**config.mk**
```make
export PLATFORM = sky130hd
export DESIGN_NAME = bcd_scan_display
export DESIGN_NICKNAME = d
export VERILOG_FILES = /design/src/rtl/bcd_scan_display.sv
export SDC_FILE = /design/constraint.sdc
export NUM_CORES = 1
export LEC_CHECK = 0
export ABC_AREA = 0
export BUFFER_PORTS_ARGS = -buffer_cell sky130_fd_sc_hd__buf_2
export CORE_MARGIN = 5
export CORE_UTILIZATION = 55
export CTS_CLUSTER_DIAMETER = 60
export DETAILED_ROUTE_END_ITERATION = 8
export PLACE_DENSITY_LB_ADDON = 0.1
export REMOVE_ABC_BUFFERS = 1
export SYNTH_ARGS = -nofsm -noshare
export SYNTH_HDL_FRONTEND = slang
export SYNTH_SLANG_ARGS = --single-unit
export TNS_END_PERCENT = 1
```
**constraint.sdc**
```tcl
create_clock -name clk -period 6.1 [get_ports clk]
set_input_delay 0.305 -clock clk [delete_from_list [all_inputs] [get_ports clk]]
set_output_delay 0.305 -clock clk [all_outputs]
set_load 0.01 [all_outputs]
```
**src/rtl/bcd_scan_display.sv**
```systemverilog
// bcd_scan_display: time-multiplexes NUM_DIGITS snapshot BCD digits onto one
// 7-segment bus with per-digit enables.
//   clk    - system clock, rising edge
//   rst    - synchronous reset, active-high
//   load   - snapshot strobe, samples digits when high
//   digits - packed BCD, digit 0 in bits [3:0]
//   seg    - segments {g,f,e,d,c,b,a}
//   an     - digit enables, at most one active
//   frame  - one-cycle pulse when the scan wraps back to digit 0
// Optional: define LEADING_ZERO_BLANK_EN to blank leading zero digits.
module bcd_scan_display #(
  parameter int unsigned NUM_DIGITS = 4,
  parameter int unsigned PRESCALE   = 1000,
  parameter int unsigned ACTIVE_LOW = 1
) (
  input  logic                    clk,
  input  logic                    rst,
  input  logic                    load,
  input  logic [4*NUM_DIGITS-1:0] digits,
  output logic [6:0]              seg,
  output logic [NUM_DIGITS-1:0]   an,
  output logic                    frame
);

  localparam int unsigned IW = $clog2(NUM_DIGITS);
  localparam int unsigned PW = $clog2(PRESCALE);
  localparam logic [IW-1:0] LAST_IDX = IW'(NUM_DIGITS - 1);
  localparam logic [PW-1:0] LAST_PRE = PW'(PRESCALE - 1);
  localparam logic INV = (ACTIVE_LOW != 0);

  logic [PW-1:0]           pre;
  logic [IW-1:0]           idx;
  logic [4*NUM_DIGITS-1:0] snap;
  logic                    pre_wrap;
  logic [3:0]              cur_digit;
  logic [NUM_DIGITS-1:0]   onehot;
  logic                    blank;
  logic [6:0]              seg_next;
  logic [NUM_DIGITS-1:0]   an_next;

  function automatic logic [6:0] decode(input logic [3:0] d);
    logic [6:0] s;
    case (d)
      4'd0:    s = 7'h3F;
      4'd1:    s = 7'h06;
      4'd2:    s = 7'h5B;
      4'd3:    s = 7'h4F;
      4'd4:    s = 7'h66;
      4'd5:    s = 7'h6D;
      4'd6:    s = 7'h7D;
      4'd7:    s = 7'h07;
      4'd8:    s = 7'h7F;
      4'd9:    s = 7'h6F;
      default: s = 7'h40;
    endcase
    return s;
  endfunction

  assign pre_wrap = (pre == LAST_PRE);

  always_ff @(posedge clk) begin
    if (rst) begin
      pre  <= '0;
      idx  <= '0;
      snap <= '0;
    end else begin
      if (load) begin
        snap <= digits;
      end
      if (pre_wrap) begin
        pre <= '0;
        idx <= (idx == LAST_IDX) ? '0 : idx + 1'b1;
      end else begin
        pre <= pre + 1'b1;
      end
    end
  end

  always_comb begin
    cur_digit = '0;
    onehot    = '0;
    for (int unsigned i = 0; i < NUM_DIGITS; i++) begin
      if (idx == IW'(i)) begin
        cur_digit = snap[4*i +: 4];
        onehot[i] = 1'b1;
      end
    end
  end

`ifdef LEADING_ZERO_BLANK_EN
  // Blank digit idx when it and every more significant digit are zero;
  // digit 0 is never blanked.
  always_comb begin
    blank = (idx != '0);
    for (int unsigned i = 0; i < NUM_DIGITS; i++) begin
      if ((IW'(i) >= idx) && (snap[4*i +: 4] != 4'h0)) begin
        blank = 1'b0;
      end
    end
  end
`else
  assign blank = 1'b0;
`endif

  always_comb begin
    seg_next = (blank ? 7'h00 : decode(cur_digit)) ^ {7{INV}};
    an_next  = ((pre == '0) ? '0 : onehot) ^ {NUM_DIGITS{INV}};
  end

  always_ff @(posedge clk) begin
    if (rst) begin
      seg   <= {7{INV}};
      an    <= {NUM_DIGITS{INV}};
      frame <= 1'b0;
    end else begin
      seg   <= seg_next;
      an    <= an_next;
      frame <= pre_wrap && (idx == LAST_IDX);
    end
  end

endmodule

```
# Word level (Yosys, flattened, before mapping)
# Memories as Yosys holds them, arrays and structs flattened.
# Cells that the tools add are included.
[word_totals]
reg_bits = 40
romBits = 112
input_bits = 19
output_inout_bits = 12
wordCells = 29
n_memories = 1
[op_classes]
add_sub_neg = 2
n_eq_ne = 4
muxes = 10
bitwise = 2
reduce_logical = 4
[memory_table]
columns = ["memory", "depth", "word_bits", "read_ports", "rd_clocked_by_memory_dff", "write_ports", "line", "source"]
rows = [
  ["(name not given)", 16, 7, 1, 0, 0, "43", "case (d)"],
]
[op_table]
columns = ["op", "count"]
rows = [
  ["4-bit two-way mux", 5],
  ["10-bit by 1-bit adder with 10-bit output, second input constant", 1],
  ["10-bit == test, second input constant", 1],
  ["10-bit zero test", 1],
  ["7-bit inverter", 1],
  ["2-bit == test, second input constant", 2],
  ["1-bit two-way mux", 4],
  ["4-bit inverter", 1],
  ["2-bit by 1-bit adder with 2-bit output, second input constant", 1],
  ["2-bit by 1-bit == test with 1-bit output, second input constant", 1],
  ["2-bit zero test", 1],
  ["2-bit two-way mux", 1],
  ["2-bit OR reduction", 1],
  ["1-bit logical AND", 1],
]

# Logic depth before layout (Yosys ltp)
# Gate-level depths: netlist (run 1).
# An unclocked memory read counts as a cell.
[logic_depth]
ltp_word = 7
mapped_depth = 9
ltp_nobuf = 8

# Least setup slack after synthesis (run 1)
# Ideal clock, no wire load.
[synth_timing]
path_type = "reg-to-reg"
startpoint = "register idx[0]"
endpoint = "register seg[4]"
setup_time_ps = 78
arrival_ps = 1850
required_ps = 6022
slack_ps = 4172
path_stages_with_launch = 10
n_path_buf = 1
synth_period_minus_slack_ps = 1928
path_cell_list = "dfxtp_1 inv_1 ha_1 clkbuf_2 nor3b_1 a211oi_2 inv_2 ha_1 mux2_2 a32oi_1"
[synth_via]
elab_chain_cells = 7
elab_cells_between_ends = 10
cone_classes = "eq/ne (3); mux (4); bitwise (1); reduce/logical (1); memory (1)"
[synth_rtl]
columns = ["element", "line", "source"]
rows = [
  ["start: declaration", "32", "logic [IW-1:0] idx;"],
  ["start signal: assignment", "72", "idx <= (idx == LAST_IDX) ? '0 : idx + 1'b1;"],
  ["2-bit zero test", "83", "if (idx == IW'(i)) begin"],
  ["4-bit two-way mux (3 in a row)", "83", ""],
  ["4-bit two-way mux *", "83", ""],
  ["memory 16 x 7 bit *", "--", ""],
  ["7-bit inverter (no line) *", "--", ""],
  ["end signal: assignment", "112", "seg <= {7{INV}};"],
  ["end signal: assignment", "116", "seg <= seg_next;"],
  ["end: declaration", "20", "output logic [6:0] seg,"],
]
# Mark *: on every way between the ends. The rest lies on a longest branch, timed or not.
# A chain may end at the register's enable or synchronous reset.

# Final worst setup path (run 1)
# Same ends and word-level chain as after synthesis.

==> results of run 1 <==
[final cells by class]
class	instances	area (sq um)	share of cell area
Sequential cell	40	801	0.399
Timing Repair Buffer	30	150	0.0747
Clock inverter	2	10.0	0.00498
Tap cell	44	55.1	0.0274
Inverter	9	33.8	0.0168
Clock buffer	6	51.3	0.0255
Multi-Input combinational cell	128	908	0.452
[placed cells by master, fill, tap and decap left out, drive strengths merged]
cell	netlist	routed
a21o	1	1
a32oi	1	1
nand2	12	12
inv	9	9
nor4	2	2
clkinv	0	2
nor3b	5	5
o21ai	2	2
nor2b	2	2
dfxtp	40	40
xnor2	4	4
a21oi	2	2
and3	3	3
nand3	1	1
clkbuf	4	6
a211oi	6	6
o21bai	1	1
a221o	2	2
or3	1	1
a22oi	3	3
mux2	2	2
a41oi	1	1
nand4	2	2
ha	11	11
nor3	1	1
and2	2	2
xor2	4	4
nor2	33	33
buf	3	30
nand3b	4	4
and4	1	1
mux2i	19	19
[sequential cells by signal, summed over array words and instances, names as in the netlist]
| register | cells |
|---|---|
| seg | 7 |
| snap | 16 |
| an | 4 |
| idx | 2 |
| pre | 10 |
| frame | 1 |
[critical path: cells and delay by family, from the launching register on]
kind / cells / cell delay [ns]
AO/OA/AOI/OAI: 3 / 0.68
buffers and inverters: 1 / 0.13
multiplexers: 1 / 0.27
flip-flops: 1 / 0.41
adder cells (fa/ha/maj): 2 / 0.70
[cell families (layout without fill, tap and decap cells)]
family,after synthesis,count (layout),share of synthesized area
AO/OA/AOI/OAI,19,19,0.0886
XOR/XNOR,8,8,0.0394
flip-flops,40,40,0.450
buffers and inverters,16,47,0.0394
AND/OR/NAND/NOR,69,69,0.186
multiplexers,21,21,0.120
adder cells (fa/ha/maj),11,11,0.0774
[metal layers]
layer | vias to the layer above | GRT usage
met5 | - | 0
met4 | 0 | 0.0633
met3 | 2 | 0.0624
met2 | 39 | 0.267
met1 | 622 | 0.203
li1 | 692 | -
[power by group]
| part | switching, mW | total (mW) | leakage, nW | internal, mW |
|---|---|---|---|---|
| registers | 0.00610 | 0.280 | 0.329 | 0.274 |
| clock network | 0.0861 | 0.141 | 0.0380 | 0.0549 |
| logic | 0.0280 | 0.0528 | 0.524 | 0.0248 |
[metrics by stage]
stage / setup slack, ns / cells
floorplan: 4.15 / 177
global placement: 4.03 / 251
detailed placement: 3.87 / 251
CTS: 3.85 / 259
global route: 3.62 / 259
finish: 3.84 / 259
[how the worst max path moves through the flow]
| stage | start | to | cells after the start |
|---|---|---|---|
| global route | idx[0] | seg[4] | 7 |
| floorplan | idx[0] | seg[4] | 7 |
| CTS | idx[0] | seg[4] | 7 |
| detailed placement | idx[0] | seg[4] | 7 |
| global placement | idx[0] | seg[4] | 7 |
| finish | idx[0] | seg[4] | 7 |
==> metrics.md, run 1 <==
| Metric | Value |
|---|---|
| Top cells by count, synth | dfxtp_1 (40), nor2_1 (33), mux2i_1 (19) |
| Post-synth EDFFs | 0 |
| Starting Density | 0.578 |
| CTS tree | done |
| Most used cell, CP | ha_1 |
| Mapped Cells | about 180 |
| Post-synthesis cell type count | 37 |
| Status | finished, final reports clean |
| DP Area | about 1900 sq um |
| Slew margin rel. | 0.687 |
| Total power | 0.474 mW |
| Clk buf depth | 2 |
| Slew @ Worst Pin | 0.469 ns |
| Hold buffer count at cts | 0 |
| Port bufs | 30 |
| Total CTS buffers | 5 |
| Final setup fails | 0 |
| Maxcap violations | 0 |
| CP Cell Sequence | ha_1 -> a211oi_1 -> a211oi_2 -> inv_2 -> ha_1 -> mux2_2 -> a32oi_1 |
| Reg clk slew, reported paths | 0.12 ns |
| Req. time, crit path | about 6.4 ns |
| Hold Crit Start | digits[7] |
| Post-cts resize count | 0 |
| Final GP Congestion | around 0.82 |
| Post-route minimum period | 2.26 ns |
| Pwr dens | about 240 nW/um^2 |
| Tcrit/Tclk final | 0.370 |
| CP Max Fanout | 15 |
| Grt total ovfl | 0 |
| Slowest cell on the critical path | ha_1 |
| Worst flop-to-flop path startpoint | idx[0] |
| Share of cells above drive strength 1 | 0.200 |
| Setup bufs post-CTS | 0 |
| Vias in the first global route | about 1300 |
| Die Y | around 67 um |
| Finished Cell Area | around 2000 sq um |
| Core ar. | 3080 sq um |
| Top cell type's share of synthesized area | 0.450 |
| Worst hold margin | 0.186 ns |
| Rows | 20 |
| Worst EP arrival | between 2 and 3 ns |
| Final WL | ~3300 um |
| Die area | 4470 sq um |
| IO Count | 31 |
| Count leader, synth | dfxtp_1 |
| Synthesized area per cell | between 9 and 10 sq um |
| Nets | 244 |
| First-pass GRT wire length | ~5700 um |
| Synth Flop Type | dfxtp_1 |
| Hold Path Sink | snap[7] |
| Post-Route M1 WL | between 1500 and 2000 um |
| Crit end category | flip-flop |
| RSZ-0062 raised after global routing | no |
| Metal3 WL | approximately 200 um |
| CP max stage delay | 0.45 ns |
| H-tree depth | 2 |
| Hold Crit Depth | 3 |
| Slew Viols, Final | 0 |
| Top layer in use | met4 |
| Ranking of synthesized cells by area | dfxtp_1 (45%), mux2i_1 (11%), ha_1 (7.7%) |
| Final HPWL DP | around 2500 um |
| TNS Setup | 0 ns |
| Hold Fails Final Rpt | 0 |
| Critical path class | flip-flop to flip-flop |
| DRC | 0 |
| Worst clock skew | a little over 0.01 ns |
| Via density | 5.23 |
| Die W | about 67 um |
| # diodes | 0 |
| Worst VDD drop | about 0.13 mV |
| Flops & latches, synth | 40 |
| 1st-iter DRT viols | 113 |
| Clock Tree Root | clkbuf_4 |
| Met2 wire len | 1510 um |
| Setup slack, reg-to-reg | just under 4 ns |
| Startpoint types | flip-flop |
| Synth-to-layout area growth | 12.9% |
| Synth area leader | dfxtp_1 |
| Later-pin clock latency in the skew report | about 0.35 ns |
| Avg WL per Cell | 12.7 um |
| Fmax | 443 MHz |
| Syn. warnings | 0 |
| Filler cells | between 200 and 300 |
| Clock sinks | 40 |
| Global Route Usage Sum | 0.167 |
| Largest net degree at the start of global routing | 28 |
| Final core utilization | 0.653 |
| LEAKAGE | between 0.8 and 0.9 nW |
| R2R depth | 7 |
| HP Class | input port to flip-flop |
| DRT Pass-1 Iters | 4 |
| Sequential area share after synthesis | 0.450 |
| Number of routed nets with antenna violations | 0 |
| Synthesized area | about 1800 sq um |
| Antenna violations before repair | 0 |
| Vias | approximately 1400 |
| Ys async rst share | 0 |
| Reg2reg end | seg[4] |
Note: power is estimated with default switching activity, not from simulation.
==> inputs of run 2 (changes only) <==
CORE_UTILIZATION = 49   (was 55)
clock period = 1.8 ns   (was 6.1 ns; I/O delays follow)
==> run 2 against run 1 <==
Net effect: the flow now finishes with violations (setup timing); total power rose to 3.8 times the previous value; non-clock buffer count rose by 34; final area rose by 23%; via count rose by 8.3%; clock skew rose by 0.0047 ns; utilization rose by 6.8 points; first-iteration DRC count fell by 12%; critical path type unchanged; critical endpoint unchanged; largest cell class unchanged; largest power group unchanged.
==> metrics.md, run 2 (synthesized netlist as in run 1, its figures left out) <==
| Metric | Value |
|---|---|
| Worst flop-to-flop path startpoint | idx[1] |
| H-tree depth | 2 (unchanged) |
| Clock sinks | 40 (unchanged) |
| Largest regs | snap: 16 flops, pre: 10 flops, seg: 7 flops |
| Crit end category | flip-flop |
| Most used cell, CP | ha_4 |
| Vias in the first global route | 1496 (+17%) |
| Clk buf depth | 2 (unchanged) |
| Status | complete, but fails checks |
| Avg WL per Cell | 12.9 um (+1.7%) |
| Starting Density | 0.521 (-0.0572) |
| Port bufs | 30 (unchanged) |
| Antenna violations before repair | 0 (unchanged) |
| Sequential power share | 0.520 (-0.071) |
| Worst VDD drop | 0.592 mV (+350%) |
| R2R depth | 7 (unchanged) |
| Final HPWL DP | 2630 um (+7.2%) |
| RSZ-0062 raised after global routing | yes |
| Pwr dens | 740 nW/um^2 (+210%) |
| Sw frac | 0.237 (-0.0169) |
| Setup slack, reg-to-reg | -0.09 ns (-3.94 ns) |
| Slew margin rel. | 0.668 (-0.0199) |
| DRT Pass-1 Iters | 4 (unchanged) |
| Hold Fails Final Rpt | 0 (unchanged) |
| Total CTS buffers | 5 (unchanged) |
| Critical path class | flip-flop to flip-flop |
| Share of cells above drive strength 1 | 0.325 (+0.125) |
| Slew Viols, Final | 0 (unchanged) |
| # diodes | 0 (unchanged) |
| Worst EP arrival | 2.17 ns (-0.37 ns) |
| Filler cells | 260 (-12%) |
| Later-pin clock latency in the skew report | 0.35 ns (about the same) |
| Final setup fails | 5 (+5) |
| Final core utilization | 0.721 (+0.0684) |
| Fmax | 528 MHz (+19%) |
| DRC | 0 (unchanged) |
| Rows | 21 (+5.0%) |
| Max reg flops | 16 (unchanged) |
| Req. time, crit path | 2.07 ns (-4.31 ns) |
| Setup WS post-layout | -0.0943 ns (-3.94 ns) |
| Tcrit/Tclk final | 1.05 (+0.683) |
| Slew @ Worst Pin | 0.499 ns (+0.0298 ns) |
| CP max stage delay | 0.39 ns (-0.06 ns) |
| Vias | 1468 (+8.3%) |
| Nets | 278 (+14%) |
| Internal | 1.39 mW (+290%) |
| Post-route minimum period | 1.89 ns (-0.361 ns) |
| Number of routed nets with antenna violations | 0 (unchanged) |
| CP Cell Sequence | buf_4 -> ha_4 -> nor3b_1 -> a221o_2 -> ha_4 -> mux2_4 -> a32oi_1 |
| 1st-iter DRT viols | 100 (-12%) |
| First-pass GRT wire length | 6450 um (+14%) |
| Clock Tree Root | clkbuf_4 |
| Worst hold margin | 0.175 ns (-0.0105 ns) |
| Clock share of power | 0.345 (+0.048) |
| Largest net degree at the start of global routing | 28 (unchanged) |
| Die Y | 70.3 um (+5.1%) |
| P_sw | 0.431 mW (+260%) |
| LEAKAGE | 1.07 nW (+20%) |
| Final GP Congestion | 0.882 (+7.1%) |
| Die area | 4940 sq um (+10%) |
| Reg2reg end | seg[4] |
| IO Count | 31 (unchanged) |
| Most flops, register | snap |
| CP Max Fanout | 7 (-8) |
| TNS Setup | -0.372 ns (-0.372 ns) |
| Gate power share | 0.134 (+0.023) |
| Final WL | 3810 um (+16%) |
| Reg clk slew, reported paths | 0.13 ns (about the same) |
| CTS tree | done |
| Worst setup path end | seg[4] |
| Maxcap violations | 0 (unchanged) |
| Grt total ovfl | 0 (unchanged) |
| HP Class | input port to flip-flop |
| Failing checks | setup timing |
| CP Launch Point | idx[1] |
| Global Route Usage Sum | 0.164 (-0.00354) |
| Commonest non-fill, non-tap cell in the layout | dfxtp_1 |
| Slowest cell on the critical path | dfxtp_4 |
| Core ar. | 3420 sq um (+11%) |
| Die W | 70.3 um (+5.1%) |
| Worst clock skew | 0.0150 ns (+0.00475 ns) |
| Startpoint types | flip-flop |
| Synth-to-layout area growth | 38.5% |
| Most frequent cells in the layout | dfxtp_1 (38), nor2_1 (31), buf_2 (30), mux2i_1 (18), buf_4 (17) |
| Via density | 4.98 (-4.9%) |
## run 2: per-layer routing
layer / part of all wire / GRT usage / wire (um)
met1: 0.43 / 0.180 / 1630
met2: 0.51 / 0.282 / 1930
met3: 0.042 / 0.0459 / 161
met4: 0.025 / 0.0894 / 95
met5: 0 / 0 / 0
## run 2: final cells by class
class,instances,area (sq um),share of cell area
clock buffer,6,51.3,0.0208
multi-input combinational,128,1020,0.415
tap,46,57.6,0.0234
inverter,9,36.3,0.0147
sequential,40,808,0.328
timing repair buffer,64,449,0.182
clock inverter,2,38.8,0.0157
## run 2: timing repair
action | in CTS | in global routing
resized for setup | 24 | 8
buffers inserted | 4 | 2
endpoints found under the setup margin | 7 | 7
hold endpoints to repair | 16 | 0
hold buffers | 16 | 0
pin swaps | 5 | 4
## run 2: worst min path at each step
stage	from	to	slack, ns	depth (start not counted)
finish	rst	snap[3]	0.18	2
global route	rst	snap[3]	0.19	2
CTS	rst	snap[2]	0.16	2
detailed placement	digits[7]	snap[7]	0.33	3
global placement	digits[11]	snap[11]	0.33	3
floorplan	rst	idx[0]	0.16	1
## run 2: stage by stage
step	area, sq um	setup slack (ns)	power, mW	cells
final	2460	-0.0943	1.82	295
after global routing	2460	-0.165	1.91	295
after CTS	2400	-0.0558	1.82	293
after detailed placement	2040	-0.185	1.16	265
after global placement	2040	-0.0993	1.15	265
after floorplan	1740	-0.146	1.07	177
## run 2: power by group through the flow
stage | logic [mW] | registers, mW | clock network [mW]
2_1_floorplan | 0.0977 | 0.976 | 0
5_1_grt | 0.273 | 0.954 | 0.682
3_3_place_gp | 0.181 | 0.970 | 0
3_5_place_dp | 0.187 | 0.971 | 0
6_report | 0.245 | 0.948 | 0.629
4_1_cts | 0.227 | 0.949 | 0.642
## run 2: critical path, delay by kind of cell, from the launching register on
kind / cells / cell delay (ns)
and+or+nand+nor: 1 / 0.13
muxes: 1 / 0.25
adders and majority gates: 2 / 0.37
DFF: 1 / 0.39
AOI/OAI and AO/OA: 2 / 0.53
buffers and inverters: 1 / 0.14
